$ cat src/rtl/mat_mul_host_seq.sv
// mat_mul_host_seq
//
// Host-side sequencer for the mat_mul_system scratchpad command protocol.
// A job is accepted on a valid/ready command port. Its dimensions are checked
// against the systolic array edge. A legal job then drives the second
// SP_BRAM port through a fixed sequence:
//   1. write the descriptor words (ws_os, M, K, N);
//   2. write start=1;
//   3. poll the done word until it reads 1, or until the poll budget runs out;
//   4. clear start, then clear done.
// The result is returned on a valid/ready response port and held until it is
// accepted.
//
// Optional feature, enabled by defining MMH_PERF_CNT_EN:
//   adds output rsp_cycles, the cycles from the start write to done detection
//   inclusive (saturating). It reads 0 for illegal-dimension and timeout
//   responses.
//
// Ports
//   clk, reset_n                 clock, async active-low reset
//   cmd_valid/cmd_ready          job handshake (ready only while idle)
//   cmd_ws_os, cmd_m/k/n         dataflow select and GEMM dimensions
//   rsp_valid/rsp_ready          result handshake
//   rsp_status                   00 ok, 01 illegal dims, 10 timeout
//   busy                         high whenever not idle
//   sp_addr/sp_en/sp_we/sp_din   scratchpad port outputs (byte address, word data)
//   sp_dout                      scratchpad read data, one cycle after a read
//   rsp_cycles                   (MMH_PERF_CNT_EN only) job cycle count
module mat_mul_host_seq #(
  parameter int SYS_ARR_SIZE = 8,
  parameter int DIM_W        = 8,
  parameter int POLL_GAP     = 4,
  parameter int TIMEOUT_CYC  = 4096
) (
  input  logic             clk,
  input  logic             reset_n,
  input  logic             cmd_valid,
  output logic             cmd_ready,
  input  logic             cmd_ws_os,
  input  logic [DIM_W-1:0] cmd_m,
  input  logic [DIM_W-1:0] cmd_k,
  input  logic [DIM_W-1:0] cmd_n,
  output logic             rsp_valid,
  input  logic             rsp_ready,
  output logic [1:0]       rsp_status,
  output logic             busy,
  output logic [31:0]      sp_addr,
  output logic             sp_en,
  output logic [3:0]       sp_we,
  output logic [31:0]      sp_din,
  input  logic [31:0]      sp_dout
`ifdef MMH_PERF_CNT_EN
  ,
  output logic [31:0]      rsp_cycles
`endif
);

  typedef enum logic [3:0] {
    S_IDLE      = 4'd0,
    S_WR_MODE   = 4'd1,
    S_WR_M      = 4'd2,
    S_WR_K      = 4'd3,
    S_WR_N      = 4'd4,
    S_WR_START  = 4'd5,
    S_POLL_RD   = 4'd6,
    S_POLL_CHK  = 4'd7,
    S_POLL_GAP  = 4'd8,
    S_CLR_START = 4'd9,
    S_CLR_DONE  = 4'd10,
    S_RESP      = 4'd11
  } state_t;

  localparam logic [31:0] ADDR_START = 32'h0000_0000;
  localparam logic [31:0] ADDR_MODE  = 32'h0000_0004;
  localparam logic [31:0] ADDR_M     = 32'h0000_0008;
  localparam logic [31:0] ADDR_K     = 32'h0000_000C;
  localparam logic [31:0] ADDR_N     = 32'h0000_0010;
  localparam logic [31:0] ADDR_DONE  = 32'h0000_0064;

  localparam logic [1:0] ST_OK  = 2'b00;
  localparam logic [1:0] ST_ILL = 2'b01;
  localparam logic [1:0] ST_TMO = 2'b10;

  // Wide enough to hold TIMEOUT_CYC itself.
  localparam int TMO_W = $clog2(TIMEOUT_CYC + 1);

  function automatic logic dim_legal(input logic [DIM_W-1:0] d);
    dim_legal = (d != {DIM_W{1'b0}}) && (32'(d) <= 32'(SYS_ARR_SIZE));
  endfunction

  state_t           state_q, state_d;
  logic             ws_os_q, ws_os_d;
  logic [DIM_W-1:0] m_q, m_d, k_q, k_d, n_q, n_d;
  logic [1:0]       status_q, status_d;
  logic [TMO_W-1:0] tmo_q, tmo_d;
  logic [31:0]      gap_q, gap_d;

  logic             cmd_ready_q, cmd_ready_d;
  logic             busy_q, busy_d;
  logic             rsp_valid_q, rsp_valid_d;
  logic [1:0]       rsp_status_q, rsp_status_d;
  logic             sp_en_q, sp_en_d;
  logic [3:0]       sp_we_q, sp_we_d;
  logic [31:0]      sp_addr_q, sp_addr_d;
  logic [31:0]      sp_din_q, sp_din_d;

  logic             done_s;
  logic [TMO_W-1:0] tmo_inc_s;
  logic             tmo_hit_s;

  // tmo_inc_s is the number of cycles elapsed since the start write,
  // counted in the current poll cycle.
  assign done_s    = (sp_dout == 32'd1);
  assign tmo_inc_s = tmo_q + TMO_W'(32'd1);
  assign tmo_hit_s = (32'(tmo_inc_s) >= 32'(TIMEOUT_CYC));

  // Next-state, job latch, status and poll/timeout counters.
  always_comb begin
    state_d  = state_q;
    ws_os_d  = ws_os_q;
    m_d      = m_q;
    k_d      = k_q;
    n_d      = n_q;
    status_d = status_q;
    tmo_d    = tmo_q;
    gap_d    = gap_q;
    case (state_q)
      S_IDLE: begin
        if (cmd_valid) begin
          ws_os_d = cmd_ws_os;
          m_d     = cmd_m;
          k_d     = cmd_k;
          n_d     = cmd_n;
          if (dim_legal(cmd_m) && dim_legal(cmd_k) && dim_legal(cmd_n)) begin
            status_d = ST_OK;
            state_d  = S_WR_MODE;
          end else begin
            status_d = ST_ILL;
            state_d  = S_RESP;
          end
        end else begin
          state_d = S_IDLE;
        end
      end
      S_WR_MODE: state_d = S_WR_M;
      S_WR_M:    state_d = S_WR_K;
      S_WR_K:    state_d = S_WR_N;
      S_WR_N:    state_d = S_WR_START;
      S_WR_START: begin
        tmo_d   = {TMO_W{1'b0}};
        state_d = S_POLL_RD;
      end
      S_POLL_RD: begin
        tmo_d = tmo_inc_s;
        if (tmo_hit_s) begin
          status_d = ST_TMO;
          state_d  = S_CLR_START;
        end else begin
          state_d = S_POLL_CHK;
        end
      end
      S_POLL_CHK: begin
        tmo_d = tmo_inc_s;
        // A done seen on the timeout cycle still counts as success.
        if (done_s) begin
          state_d = S_CLR_START;
        end else if (tmo_hit_s) begin
          status_d = ST_TMO;
          state_d  = S_CLR_START;
        end else if (POLL_GAP == 0) begin
          state_d = S_POLL_RD;
        end else begin
          gap_d   = 32'(POLL_GAP - 1);
          state_d = S_POLL_GAP;
        end
      end
      S_POLL_GAP: begin
        tmo_d = tmo_inc_s;
        if (tmo_hit_s) begin
          status_d = ST_TMO;
          state_d  = S_CLR_START;
        end else if (gap_q == 32'd0) begin
          state_d = S_POLL_RD;
        end else begin
          gap_d = gap_q - 32'd1;
        end
      end
      S_CLR_START: state_d = S_CLR_DONE;
      S_CLR_DONE:  state_d = S_RESP;
      S_RESP: begin
        if (rsp_ready) begin
          state_d = S_IDLE;
        end else begin
          state_d = S_RESP;
        end
      end
      default: state_d = S_IDLE;
    endcase
  end

  // Output decode from the next state so every output leaves a flop.
  always_comb begin
    cmd_ready_d  = (state_d == S_IDLE);
    busy_d       = (state_d != S_IDLE);
    rsp_valid_d  = (state_d == S_RESP);
    rsp_status_d = 2'b00;
    sp_en_d      = 1'b0;
    sp_we_d      = 4'b0000;
    sp_addr_d    = 32'd0;
    sp_din_d     = 32'd0;
    if (state_d == S_RESP) begin
      rsp_status_d = status_d;
    end else begin
      rsp_status_d = 2'b00;
    end
    case (state_d)
      S_WR_MODE: begin
        sp_en_d   = 1'b1;
        sp_we_d   = 4'b1111;
        sp_addr_d = ADDR_MODE;
        sp_din_d  = {31'd0, ws_os_d};
      end
      S_WR_M: begin
        sp_en_d   = 1'b1;
        sp_we_d   = 4'b1111;
        sp_addr_d = ADDR_M;
        sp_din_d  = 32'(m_d);
      end
      S_WR_K: begin
        sp_en_d   = 1'b1;
        sp_we_d   = 4'b1111;
        sp_addr_d = ADDR_K;
        sp_din_d  = 32'(k_d);
      end
      S_WR_N: begin
        sp_en_d   = 1'b1;
        sp_we_d   = 4'b1111;
        sp_addr_d = ADDR_N;
        sp_din_d  = 32'(n_d);
      end
      // Start goes last so the array never sees a partial descriptor.
      S_WR_START: begin
        sp_en_d   = 1'b1;
        sp_we_d   = 4'b1111;
        sp_addr_d = ADDR_START;
        sp_din_d  = 32'd1;
      end
      S_POLL_RD: begin
        sp_en_d   = 1'b1;
        sp_addr_d = ADDR_DONE;
      end
      S_CLR_START: begin
        sp_en_d   = 1'b1;
        sp_we_d   = 4'b1111;
        sp_addr_d = ADDR_START;
      end
      S_CLR_DONE: begin
        sp_en_d   = 1'b1;
        sp_we_d   = 4'b1111;
        sp_addr_d = ADDR_DONE;
      end
      default: begin
        sp_en_d = 1'b0;
      end
    endcase
  end

  // State, job and output registers.
  always_ff @(posedge clk or negedge reset_n) begin
    if (!reset_n) begin
      state_q      <= S_IDLE;
      ws_os_q      <= 1'b0;
      m_q          <= {DIM_W{1'b0}};
      k_q          <= {DIM_W{1'b0}};
      n_q          <= {DIM_W{1'b0}};
      status_q     <= 2'b00;
      tmo_q        <= {TMO_W{1'b0}};
      gap_q        <= 32'd0;
      cmd_ready_q  <= 1'b1;
      busy_q       <= 1'b0;
      rsp_valid_q  <= 1'b0;
      rsp_status_q <= 2'b00;
      sp_en_q      <= 1'b0;
      sp_we_q      <= 4'b0000;
      sp_addr_q    <= 32'd0;
      sp_din_q     <= 32'd0;
    end else begin
      state_q      <= state_d;
      ws_os_q      <= ws_os_d;
      m_q          <= m_d;
      k_q          <= k_d;
      n_q          <= n_d;
      status_q     <= status_d;
      tmo_q        <= tmo_d;
      gap_q        <= gap_d;
      cmd_ready_q  <= cmd_ready_d;
      busy_q       <= busy_d;
      rsp_valid_q  <= rsp_valid_d;
      rsp_status_q <= rsp_status_d;
      sp_en_q      <= sp_en_d;
      sp_we_q      <= sp_we_d;
      sp_addr_q    <= sp_addr_d;
      sp_din_q     <= sp_din_d;
    end
  end

  assign cmd_ready  = cmd_ready_q;
  assign busy       = busy_q;
  assign rsp_valid  = rsp_valid_q;
  assign rsp_status = rsp_status_q;
  assign sp_en      = sp_en_q;
  assign sp_we      = sp_we_q;
  assign sp_addr    = sp_addr_q;
  assign sp_din     = sp_din_q;

`ifdef MMH_PERF_CNT_EN
  function automatic logic [31:0] sat_inc(input logic [31:0] v);
    if (v == 32'hFFFF_FFFF) begin
      sat_inc = v;
    end else begin
      sat_inc = v + 32'd1;
    end
  endfunction

  logic [31:0] cyc_q, cyc_d;
  logic [31:0] rsp_cycles_q, rsp_cycles_d;

  // Job cycle counter: the start-write cycle counts as 1, and the value is
  // captured including the cycle that detects done.
  always_comb begin
    cyc_d        = cyc_q;
    rsp_cycles_d = rsp_cycles_q;
    case (state_q)
      S_IDLE: begin
        if (cmd_valid) begin
          cyc_d        = 32'd0;
          rsp_cycles_d = 32'd0;
        end else begin
          cyc_d = cyc_q;
        end
      end
      S_WR_START: cyc_d = 32'd1;
      S_POLL_RD, S_POLL_GAP: cyc_d = sat_inc(cyc_q);
      S_POLL_CHK: begin
        cyc_d = sat_inc(cyc_q);
        if (done_s) begin
          rsp_cycles_d = sat_inc(cyc_q);
        end else begin
          rsp_cycles_d = rsp_cycles_q;
        end
      end
      default: cyc_d = cyc_q;
    endcase
  end

  // Performance counter registers.
  always_ff @(posedge clk or negedge reset_n) begin
    if (!reset_n) begin
      cyc_q        <= 32'd0;
      rsp_cycles_q <= 32'd0;
    end else begin
      cyc_q        <= cyc_d;
      rsp_cycles_q <= rsp_cycles_d;
    end
  end

  assign rsp_cycles = rsp_cycles_q;
`endif

endmodule

$ cat config.mk
export PLATFORM = sky130hd
export DESIGN_NAME = mat_mul_host_seq
export DESIGN_NICKNAME = d
export VERILOG_FILES = /design/src/rtl/mat_mul_host_seq.sv
export SDC_FILE = /design/constraint.sdc
export NUM_CORES = 1
export LEC_CHECK = 0
export CAP_MARGIN = 20
export CORE_UTILIZATION = 52
export CTS_CLUSTER_DIAMETER = 50
export CTS_CLUSTER_SIZE = 30
export DETAILED_ROUTE_END_ITERATION = 10
export DONT_BUFFER_PORTS = 1
export PLACE_DENSITY = 0.67
export SKIP_LAST_GASP = 1
export SYNTH_ARGS = -nofsm -noshare
export SYNTH_HDL_FRONTEND = slang
export SYNTH_SLANG_ARGS = --single-unit
$ cat constraint.sdc
create_clock -name clk -period 4 [get_ports clk]
set_clock_uncertainty 0.2 [all_clocks]
set_input_delay 0.6 -clock clk [delete_from_list [all_inputs] [get_ports clk]]
set_output_delay 0.6 -clock clk [all_outputs]
set_load 0.005 [all_outputs]
==> results.toml <==
[pwr]
p_per_area_nw_per_um2 = 734
total_power_uw = 3810
peakVddDrop_mv = 0.527
power_leakage_uw = 0.00236

[placement]
place_inst = 619
port_buffers = 0
dp_slack_ps = 817
dp_hpwl_um = 6920
place_congestion = 0.814

[final_layout]
multiInputGateArea_um2 = 2370
instances_no_fill = 636
drive_above_1_share_pct = 13.0
fin_util_pct = 55.4
seqCellArea_um2 = 2380
syn_to_final_growth_pct = 2.04
fin_nets = 566
antenna_cells = 0
fillers = 832

[hold_path]
min_path_cells = 1
hold-path-endpoint = "k_q[2]$_DFF_PN0_"
holdCritPathClass = "in2reg"
hold_path_startpoint = "cmd_k[2]"

[drt]
ant_nets = 0
vias_per_cell = 5.48
drc = 0
routed_wirelength_um = 9750
dr.pass1.iters = 4
drt_iter0_drc = 141
wl_per_cell_um = 15.3
vias = 3486

[setup_path]
regToRegSetupSlack_ps = 740
slowest_stage = "dfrtp_1"
slowest_delay_ps = 720
critical_path_required_ps = 4090
path_max_fanout = 22
cp-start-kind = "flip-flop"
critical_path.cell_chain = "and3b_1 -> and2_1 -> o21a_1 -> o211a_1 -> nand3_1 -> or4_1 -> a21oi_1"
cp_data_arrival_time_ps = 3350
end_kind = "flip-flop"
worstReg2RegStart = "state_q[1]$_DFF_PN0_"
rr_worst_depth = 7
critPathKind = "reg2reg"
timing.rr.end = "gap_q[21]$_DFFE_PN0P_"

[status]
status = "completed"

[grt]
grt_use_met3_pct = 4.23
grt_first_pass_wirelength_um = 16100
grt-busiest-layer = "met2"
antenna_found_initial = 0
track_usage_pct = 20.5
grt.met1_usage_pct = 27.8
use_met2_pct = 32.8
grt_pass1_vias = 3342
grt_max_degree = 96
grt-ovfl-total = 0

[timing]
slew_headroom_pct = 44.5
max_freq_mhz = 307
hold_violations = 0
fin_crit_sh_pct = 81.4
fin_ws_ps = 743
rsz0062_at_grt = "no"
tightest_slew_ps = 829
fin_setup_tns_ps = 0
drv_slew = 0
fin_crit_ps = 3260
setup-violations-final = 0

[clock_tree]
cts_hold_buffers = 2
clk_latency_ps = 360
cts_max_path_buffers = 2
cts_resized = 0
cts-root-buf = "clkbuf_8"
cts_setup_buffers = 0
path_clk_slew_ps = 90
cts_tree = "done"
htreeDepth = 3
clock-sinks = 95
numCtsBuffers = 9

[floorplan]
die_w_um = 101
ios = 135
core_um2 = 9370
initial_core_util_pct = 54.3
dieArea_um2 = 10200
row_count = 35
chipHeight_um = 101

[logic_synthesis]
synth.top_cell.area_share_pct = 46.2
netlist_instances = 509
avgSynthCellArea_um2 = 10.0
synth_edf_count = 0
yosys.cell_types.count = 59
synth_area_um2 = 5090
yosys_most_used_dff = "dfrtp_1"
synth_seq_cells = 95
synth_area_leaders = "dfrtp_1, buf_4, mux2_2, nor2_1, xor2_1"
seq_area_frac_synth_pct = 46.7
async_flop_share_pct = 100
ys_warn_count = 0
yosysTopAreaCell = "dfrtp_1"

[flow_run]
drv_cap = 0
[state kept, by name, indices dropped and copies added, names as in the netlist]
register    count
sp_din          8
gap_q          32
sp_addr         4
busy            1
rsp_status      2
tmo_q          13
k_q             8
state_q         4
n_q             8
sp_en           1
rsp_valid       1
ws_os_q         1
sp_we           1
cmd_ready       1
m_q             8
status_q        2
[metrics by stage]
step                area [µm²]  hold slack, ps
floorplan                 5280             104
global placement          4980             107
detailed placement        4980             107
CTS                       5190             170
global route              5190             166
finish                    5190             186
[worst max-delay path, delay by kind of cell, from the launching register on]
family / cells / cell delay, ps
AOI/OAI and AO/OA: 3 / 880
DFF: 1 / 720
and+or+nand+nor: 4 / 1380
[layout make-up]
class | count | share of cell area, %
clock buffer | 12 | 2.60
clock inverter | 3 | 0.867
multi-input combinational | 381 | 45.7
sequential | 95 | 45.8
timing repair buffer | 5 | 1.16
inverter | 11 | 0.795
tap | 129 | 3.11
[per-layer routing]
metal,vias to the layer above,routed length [µm]
met4,0,170
met2,111,4610
met5,-,0
li1,1684,-
met3,15,472
met1,1676,4500
[how the worst max path moves through the flow]
stage,from,end,slack (ps),depth (start not counted)
3_5_place_dp,state_q[1]$_DFF_PN0_,gap_q[21]$_DFFE_PN0P_,820,7
2_1_floorplan,tmo_q[0]$_DFFE_PN0P_,gap_q[13]$_DFFE_PN0P_,1480,8
6_report,state_q[1]$_DFF_PN0_,gap_q[21]$_DFFE_PN0P_,740,7
4_1_cts,state_q[1]$_DFF_PN0_,gap_q[21]$_DFFE_PN0P_,790,7
5_1_grt,state_q[1]$_DFF_PN0_,gap_q[17]$_DFFE_PN0P_,480,7
3_3_place_gp,tmo_q[0]$_DFFE_PN0P_,gap_q[21]$_DFFE_PN0P_,960,8
[power breakdown]
part / switching (µW) / internal (µW)
registers: 328 / 1310
logic: 905 / 667
clock network: 311 / 287
total: 1540 / 2270
[synthesized netlist by cell type, drive strengths merged (3+ instances only)]
cell type and instances:
and4 3, nor2 56, nor2b 3, mux2 33, or4 4, nand3 17, nand2b 7, clkbuf 10
nor3 20, and2 3, nand2 31, buf 62, dfrtp 94, nor4 16, inv 11, o21ai 19
a22oi 9, a31oi 6, o31ai 3, and3 7, or3 6, mux2i 3, nand4 15, xor2 21
a21oi 16, o21a 3, or2 3, xnor2 6
[cells by family after synthesis]
group,count (synthesis),share of synthesized area (%)
other cells,1,0.0737
fa+ha+maj,2,0.492
flops,95,46.7
mux,36,7.89
compound gates,71,9.42
simple gates,194,20.0
xor+xnor,27,4.94
buf+inv,83,10.4
[placed cells by master, fill, tap and decap left out, drive strengths merged, types with 4 or more instances in the layout]
master / n
or3: 6
mux2: 33
clkbuf: 12
xnor2: 6
nand3: 17
conb: 51
and3: 7
nor4: 16
nand4: 15
xor2: 21
nor2: 56
dfrtp: 94
nor3: 20
a31oi: 6
a22oi: 9
or4: 4
nand2b: 7
nand2: 31
a21oi: 16
inv: 11
buf: 4
o21ai: 19
(Power assumes the default switching activity.)
